[config.mk]
export PLATFORM = sky130hd
export DESIGN_NAME = serial_ones_comp_adder
export DESIGN_NICKNAME = d
export VERILOG_FILES = /design/src/rtl/serial_ones_comp_adder.sv
export SDC_FILE = /design/constraint.sdc
export NUM_CORES = 1
export LEC_CHECK = 0
export ABC_AREA = 0
export CAP_MARGIN = 40
export CORE_MARGIN = 1.5
export CORE_UTILIZATION = 47
export DETAILED_ROUTE_END_ITERATION = 6
export PLACE_DENSITY = 0.79
export SETUP_SLACK_MARGIN = 0.02
export SYNTH_ARGS = -nofsm -noshare
export SYNTH_HDL_FRONTEND = slang
export SYNTH_SLANG_ARGS = --single-unit
[constraint.sdc]
create_clock -name clk -period 2.5 [get_ports clk]
set_clock_uncertainty 0.05 [all_clocks]
set_input_delay 0.25 -clock clk [delete_from_list [all_inputs] [get_ports clk]]
set_output_delay 0.25 -clock clk [all_outputs]
set_load 0.05 [all_outputs]
[src/rtl/serial_ones_comp_adder.sv]
// serial_ones_comp_adder: bit-serial ones'-complement adder/subtractor using one full-adder slice.
// Pass 1 adds the operands LSB first; an optional pass 2 folds the end-around carry back in.
`default_nettype none

module serial_ones_comp_adder #(
  parameter int WIDTH = 4
) (
  input  logic             clk,
  input  logic             rst_n,
  input  logic             start,
  input  logic             sub,
  input  logic [WIDTH-1:0] a,
  input  logic [WIDTH-1:0] b,
  output logic             busy,
  output logic             done,
  output logic [WIDTH-1:0] result,
  output logic             eac,
  output logic             neg_zero
);

  localparam int CW = $clog2(WIDTH);
  localparam logic [CW-1:0] CNT_LAST = CW'(WIDTH - 1);

  localparam logic [1:0] S_IDLE  = 2'd0;
  localparam logic [1:0] S_PASS1 = 2'd1;
  localparam logic [1:0] S_PASS2 = 2'd2;
  localparam logic [1:0] S_DONE  = 2'd3;

  logic [1:0]       state_q, state_d;
  logic [WIDTH-1:0] a_q, a_d;
  logic [WIDTH-1:0] b_q, b_d;
  logic [WIDTH-1:0] sum_q, sum_d;
  logic [WIDTH-1:0] result_q, result_d;
  logic [CW-1:0]    cnt_q, cnt_d;
  logic             carry_q, carry_d;
  logic             eac_q, eac_d;
  logic             nz_q, nz_d;

  logic             slice_x, slice_y, slice_s, slice_c;
  logic             cnt_last;
  logic [WIDTH-1:0] sum_shift;

  // Shared full-adder slice: pass 2 re-reads the partial sum with a zero operand.
  always_comb begin
    slice_x   = (state_q == S_PASS1) ? a_q[0] : sum_q[0];
    slice_y   = (state_q == S_PASS1) ? b_q[0] : 1'b0;
    slice_s   = slice_x ^ slice_y ^ carry_q;
    slice_c   = (slice_x & slice_y) | (slice_x & carry_q) | (slice_y & carry_q);
    cnt_last  = (cnt_q == CNT_LAST);
    sum_shift = {slice_s, sum_q[WIDTH-1:1]};
  end

  always_ff @(posedge clk or negedge rst_n) begin
    if (!rst_n) begin
      state_q <= S_IDLE;
    end else begin
      state_q <= state_d;
    end
  end

  always_comb begin
    state_d = state_q;
    case (state_q)
      S_IDLE:  if (start) state_d = S_PASS1;
      S_PASS1: if (cnt_last) state_d = slice_c ? S_PASS2 : S_DONE;
      S_PASS2: if (cnt_last) state_d = S_DONE;
      S_DONE:  state_d = S_IDLE;
      default: state_d = S_IDLE;
    endcase
  end

  always_comb begin
    busy     = (state_q != S_IDLE);
    done     = (state_q == S_DONE);
    result   = result_q;
    eac      = eac_q;
    neg_zero = nz_q;
  end

  always_comb begin
    a_d      = a_q;
    b_d      = b_q;
    sum_d    = sum_q;
    result_d = result_q;
    cnt_d    = cnt_q;
    carry_d  = carry_q;
    eac_d    = eac_q;
    nz_d     = nz_q;
    case (state_q)
      S_IDLE: begin
        if (start) begin
          a_d     = a;
          b_d     = b ^ {WIDTH{sub}};
          sum_d   = '0;
          cnt_d   = '0;
          carry_d = 1'b0;
        end
      end
      S_PASS1: begin
        a_d     = a_q >> 1;
        b_d     = b_q >> 1;
        sum_d   = sum_shift;
        carry_d = slice_c;
        cnt_d   = cnt_q + CW'(1);
        if (cnt_last) begin
          cnt_d = '0;
          // A set carry becomes the LSB carry-in of pass 2.
          if (!slice_c) begin
            result_d = sum_shift;
            eac_d    = 1'b0;
            nz_d     = &sum_shift;
          end
        end
      end
      S_PASS2: begin
        sum_d   = sum_shift;
        carry_d = slice_c;
        cnt_d   = cnt_q + CW'(1);
        if (cnt_last) begin
          cnt_d    = '0;
          carry_d  = 1'b0;
          result_d = sum_shift;
          eac_d    = 1'b1;
          nz_d     = &sum_shift;
        end
      end
      default: ;
    endcase
  end

  always_ff @(posedge clk or negedge rst_n) begin
    if (!rst_n) begin
      a_q      <= '0;
      b_q      <= '0;
      sum_q    <= '0;
      result_q <= '0;
      cnt_q    <= '0;
      carry_q  <= 1'b0;
      eac_q    <= 1'b0;
      nz_q     <= 1'b0;
    end else begin
      a_q      <= a_d;
      b_q      <= b_d;
      sum_q    <= sum_d;
      result_q <= result_d;
      cnt_q    <= cnt_d;
      carry_q  <= carry_d;
      eac_q    <= eac_d;
      nz_q     <= nz_d;
    end
  end

endmodule

`default_nettype wire

==> results of run 1 <==
## power breakdown
part / switching [mW] / leakage, nW / internal [mW] / total [mW]
registers: 0.119 / 0.291 / 0.541 / 0.660
clock network: 0.117 / 0.0177 / 0.0597 / 0.176
logic: 0.736 / 0.389 / 0.553 / 1.29
total: 0.971 / 0.697 / 1.15 / 2.12
## stage by stage
step                std cells  setup slack (ns)
detailed placement        167            0.2160
finish                    171            0.1268
floorplan                 120            0.1365
CTS                       171            0.1498
global route              171           0.05688
global placement          167            0.3161
## kinds of logic (layout without fill, tap and decap cells)
group,count (synthesis),count (layout),synth area share (%)
compound gates,30,30,14.82
flops,23,23,44.83
buf+inv,13,34,4.873
mux,21,21,17.35
xor+xnor,4,4,2.730
simple gates,23,23,8.967
fa+ha+maj,6,6,6.433
## sequential cells by signal (all words and copies together), names as in the netlist
signal	count
carry_q	1
cnt_q	2
result	4
b_q	4
eac	1
sum_q	4
a_q	4
state_q	2
neg_zero	1
## cell usage in the layout (no fill, tap or decap), types with 2 or more instances in the layout
master           instances
inv_1                    6
mux2_2                   6
xor2_1                   3
buf_4                    5
nand2_1                 12
clkdlybuf4s50_1         19
nor2b_1                  2
o21ai_0                 14
a22oi_1                  5
clkbuf_4                 3
dfrtp_1                 23
a21oi_1                  3
nor2_1                   2
ha_1                     5
mux2i_1                 14
nand2b_1                 2
## cell type report
class	count	share of cell area, %
Tap cell	30	2.441
Timing Repair Buffer	24	14.81
Sequential cell	23	37.43
Inverter	6	1.465
Clock inverter	1	0.3255
Multi-Input combinational cell	84	42.07
Clock buffer	3	1.465
## worst paths after layout
path / cells past startpoint / slack, ns / from / endpoint
worst max-delay path: 4 / 0.13 / state_q[0] / busy
worst min-delay path: 2 / 0.22 / rst_n / state_q[0]
worst max register to register: 7 / 0.21 / state_q[1] / result[1]
worst min register to register: 2 / 0.45 / a_q[1] / a_q[1]
max in group asynchronous: 2 / 1.95 / rst_n / result[1]
min in group clk: 2 / 0.45 / a_q[1] / a_q[1]
## cells in the mapped netlist, types with 2 or more instances
library cell	instances
a22oi_1	5
nand2b_1	2
mux2_2	6
nor2_1	2
buf_2	5
a21oi_1	3
o21ai_0	14
mux2i_1	14
xor2_1	3
ha_1	5
inv_1	6
nand2_1	12
nor2b_1	2
dfrtp_1	23
## timing repair
item,in CTS,in global routing
hold buffers,0,0
endpoints found under the setup margin,0,1
gates resized for setup,0,1
## worst register-to-register path: cells and delay by family, from the launching register on
kind	cells	cell delay [ns]
fa+ha+maj	2	0.73
buf+inv	1	0.12
mux	3	0.76
flops	1	0.42
simple gates	1	0.11
## per-layer routing
layer | vias to the layer above | wire length, µm | track usage [%] | share of wire [%]
li1 | 468 | - | - | -
met1 | 436 | 1082 | 19.94 | 48
met2 | 17 | 1118 | 28.40 | 49
met3 | 0 | 74 | 2.342 | 3.3
met4 | 0 | 0 | 3.136 | 0
met5 | - | 0 | 0 | 0
==> summary.txt, run 1 <==
status - complete, no violations
Syn Nets - 138
number of synthesized flops with an enable pin - 0
Tot Pwr - 2.125 mW
hold slack - 0.2175 ns
area of the multi-input gates - 646.9 µm²
Routed Antenna Nets - 0
# fillers - 217
DR pass1 iterations - 2
FFs w/ async S/R, synth - 100.0%
chip height - 55.26 µm
setup_tns - 0 ns
unrepaired setup endpoints after global routing - false
worst-path maximum fanout - 5
diode count - 0
Starting Density - 50.89%
# IOs - 20
share of the synthesized area in the top cell type - 44.83%
clk_lat worst skew - 0.31 ns
num rows - 18
hpwl dp - 1734 µm
CTS sink count - 23
Root Buffer Master - clkbuf_4
CP endpoint kind - output port
CTS Buffer Depth - 2
die area - 0.003054 mm²
Final Max Slew Viols - 0
Crit path required time - 2.20 ns
cell area after synthesis - 0.001284 mm²
largest net degree at the start of global routing - 24
Critical Path Max Stage Delay - 0.84 ns
DRT iter0 DRCs - 4
register area - 575.6 µm²
TritonCTS clock tree - done
GP Congestion - 0.8439
post-CTS setup repair buffer count - 0
Final Hold Vio Count - 0
sequential area share after synthesis - 44.83%
Max VDD drop - 0.0008197 V
global route total overflow - 0
arrival time worst endpoint - 2.07 ns
Final setup viols - 0
initial antenna violation count - 0
critical-path cell list - inv_1 -> ha_1 -> inv_1 -> clkdlybuf4s50_1
f_max - 421.4 MHz
max_slew headroom - 60.58%
drt drc - 0
final WL - 2275 µm
worst hold path type - primary input to asynchronous set/reset pin
vias in the first global route - 943
cell family with most CP delay - buffers and inverters
CP Class - flop to output port
worst slew pin tran - 0.5901 ns
fin crit share - 94.93%
cell mode on critical path - inv_1
vias post-DR - 921
Via density - 5.386
layout cells sized above 1 - 12.77%
predominant post-synthesis flop cell - dfrtp_1
PD cells - 1382 mW/mm²
dpl cell area - 0.001509 mm²
area leader, netlist - dfrtp_1
wire length per cell - 13.30 µm
Cells after Synth - 120
Crit path buffers/inverters - 3
Die X - 55.26 µm
Slowest cell on crit path - clkdlybuf4s50_1
Clock transition at path regs - 0.14 ns
Inserted Clock Buffers - 3
# port buffers - 19
Seq cells post-synth - 23
CTS HTree Levels - 1
core area - 0.002522 mm²
first-pass GRT wire length - 4015 µm
ranking of synthesized cells by area - dfrtp_1 45%, mux2i_1 11%, o21ai_0 5.5%
final design utilization - 60.96%
synthesis-to-finish area growth - 19.79%
Syn Area/Cell - 10.70 µm²
Leak Pwr - 0.6973 nW
Post-Layout Inst Area - 0.001538 mm²
Synth cell types - 32
nets - 160
Global Route Usage Sum - 15.74%
type of origin of the critical path - flop
Final min period - 2.373 ns
YS warnings - 0
maximum capacitance violations - 0
Note: power is estimated with default switching activity, not from simulation.
==> run 2: changes to the inputs <==
CORE_MARGIN = 2   (was 1.5)
==> run 2 against run 1 <==
Against the previous run: cell area fell by 0.41%; non-clock buffer count fell by 1; maximum frequency grew 1.2%; first-iteration DRC count rose to 5.3 times the previous value; clock power barely moved; wire length up 7.7%; global-route usage increased by 1.2 points; sequential power barely moved; sequential share of layout area is 0.15 points higher; power is essentially flat; count of clock-buffer cells in the layout did not move; critical path type is now flop to flop.
==> summary.txt, run 2 (synthesized netlist as in run 1, its figures left out) <==
status - complete, no violations
Seq pwr share - 31.2% (about the same)
vias post-DR - 964 (+4.7%)
nets - 159 (-0.63%)
clk_lat worst skew - 0.32 ns (about the same)
CTS HTree Levels - 1 (unchanged)
Max VDD drop - 0.0008866 V (+8.2%)
DRT iter0 DRCs - 21 (+17)
switching share of power - 46.26% (+0.56 points)
initial antenna violation count - 0 (unchanged)
CP Class - flop to flop
Die X - 56.26 µm (+1.8%)
post-CTS setup repair buffer count - 0 (unchanged)
# port buffers - 19 (unchanged)
# fillers - 216 (-0.46%)
DR pass1 iterations - 4 (+2)
Reg2Reg Depth - 7 (unchanged)
num rows - 18 (unchanged)
Tot Pwr - 2.123 mW (about the same)
Via density - 5.671 (+5.3%)
most common cell after layout, fill and taps aside - dfrtp_1
core area - 0.002522 mm² (unchanged)
Pint - 1.141 mW (-1.1%)
Clock transition at path regs - 0.13 ns (about the same)
pre-CTS setup slack - 0.1724 ns (-0.04369 ns)
layout cells sized above 1 - 12.14% (-0.62 points)
# IOs - 20 (unchanged)
Global Route Usage Sum - 16.96% (+1.2 points)
Leak Pwr - 0.6984 nW (+0.15%)
wire length per cell - 14.42 µm (+8.4%)
diode count - 0 (unchanged)
final WL - 2451 µm (+7.7%)
Clk pwr share - 8.3% (about the same)
Starting Density - 50.89% (unchanged)
setup_tns - 0 ns (unchanged)
unrepaired setup endpoints after global routing - false
worst slew pin tran - 0.5922 ns (+0.002036 ns)
register area - 575.6 µm² (unchanged)
CP endpoint kind - flop
maximum capacitance violations - 0 (unchanged)
largest net degree at the start of global routing - 24 (unchanged)
Final setup viols - 0 (unchanged)
fin crit share - 93.77% (-1.2 points)
drt drc - 0 (unchanged)
worst hold path type - primary input to asynchronous set/reset pin
vias in the first global route - 978 (+3.7%)
Crit path required time - 2.64 ns (+0.44 ns)
hpwl dp - 1835 µm (+5.8%)
crit path setup slack, layout - 0.1558 ns (+0.02894 ns)
f_max - 426.6 MHz (+1.2%)
TritonCTS clock tree - done
Root Buffer Master - clkbuf_4
Routed Antenna Nets - 0 (unchanged)
GP Congestion - 0.8735 (+3.5%)
area of the multi-input gates - 645.6 µm² (-0.19%)
synthesis-to-finish area growth - 19.30%
Logic pwr share - 60.4% (-0.3 points)
CTS sink count - 23 (unchanged)
most frequent cells in the layout - 23 x dfrtp_1, 18 x clkdlybuf4s50_1, 14 x mux2i_1, 14 x o21ai_0, 12 x nand2_1
die area - 0.003165 mm² (+3.7%)
sw power - 982.0 µW (+1.1%)
type of origin of the critical path - flop
first-pass GRT wire length - 4264 µm (+6.2%)
Inserted Clock Buffers - 3 (unchanged)
Final Hold Vio Count - 0 (unchanged)
Final min period - 2.344 ns (-0.02894 ns)
arrival time worst endpoint - 2.49 ns (+0.42 ns)
chip height - 56.26 µm (+1.8%)
CTS Buffer Depth - 2 (unchanged)
max_slew headroom - 60.44% (-0.14 points)
worst-path maximum fanout - 7 (+2)
Final Max Slew Viols - 0 (unchanged)
PD cells - 1386 mW/mm² (+0.32%)
global route total overflow - 0 (unchanged)
## run 2: cell count changes in the layout (fill, tap and decap cells not counted), sizes merged
cell,previous run,this run
buf,5,4
clkdlybuf4s50,19,18
dlymetal6s2s,0,1
## run 2: worst paths after layout
check / slack [ns] / from / end
setup / recovery: 0.16 / state_q[1] / state_q[0]
hold / removal: 0.22 / rst_n / eac
setup reg to reg: 0.16 / state_q[1] / state_q[0]
hold reg to reg: 0.45 / a_q[1] / a_q[1]
max in group asynchronous: 1.96 / rst_n / a_q[0]
min in group clk: 0.45 / a_q[1] / a_q[1]
## run 2: critical path, cell delays in order, from the launching register on
cell and delay, ns:
dfrtp_1 0.42, inv_1 0.12, ha_1 0.32, mux2i_1 0.15, fa_1 0.44, nand2b_1 0.17
a2111oi_0 0.46, a311oi_1 0.09
## run 2: power groups by stage
stage / sequential, mW / clock (mW) / combinational (mW)
after floorplan: 0.776 / 0 / 0.866
after detailed placement: 0.673 / 0 / 1.28
after global routing: 0.690 / 0.194 / 1.40
after CTS: 0.664 / 0.179 / 1.29
after global placement: 0.661 / 0 / 1.24
final: 0.663 / 0.176 / 1.28
## run 2: per-stage QoR
| step | instances | area, µm² | hold WS [ns] | utilization [%] |
|---|---|---|---|---|
| global route | 170 | 1531 | 0.2296 | 60.71 |
| floorplan | 120 | 1284 | -0.09559 | - |
| global placement | 166 | 1501 | 0.4146 | 59.52 |
| detailed placement | 166 | 1501 | 0.4249 | 59.52 |
| finish | 170 | 1531 | 0.2169 | 60.71 |
| CTS | 170 | 1529 | 0.2225 | 60.62 |
## run 2: routing by layer
layer  track usage, %  share of wire [%]  up-vias
li1                 -                  -      466
met1            20.47                 42      466
met2            30.08                 52       28
met3            2.765                4.6        4
met4            6.463                1.1        0
met5                0                  0        -
## run 2: area by class of cell
| type | count | share of cell area [%] |
|---|---|---|
| sequential | 23 | 37.58 |
| clock inverter | 1 | 0.3268 |
| tap | 30 | 2.451 |
| inverter | 6 | 1.471 |
| clock buffer | 3 | 1.471 |
| timing repair buffer | 23 | 14.54 |
| multi-input combinational | 84 | 42.16 |
## run 2: what timing repair did
action | in CTS | in global routing
resized for setup | 0 | 1
hold buffers | 0 | 0
setup endpoints to repair | 0 | 1
hold endpoints to repair | 0 | 0
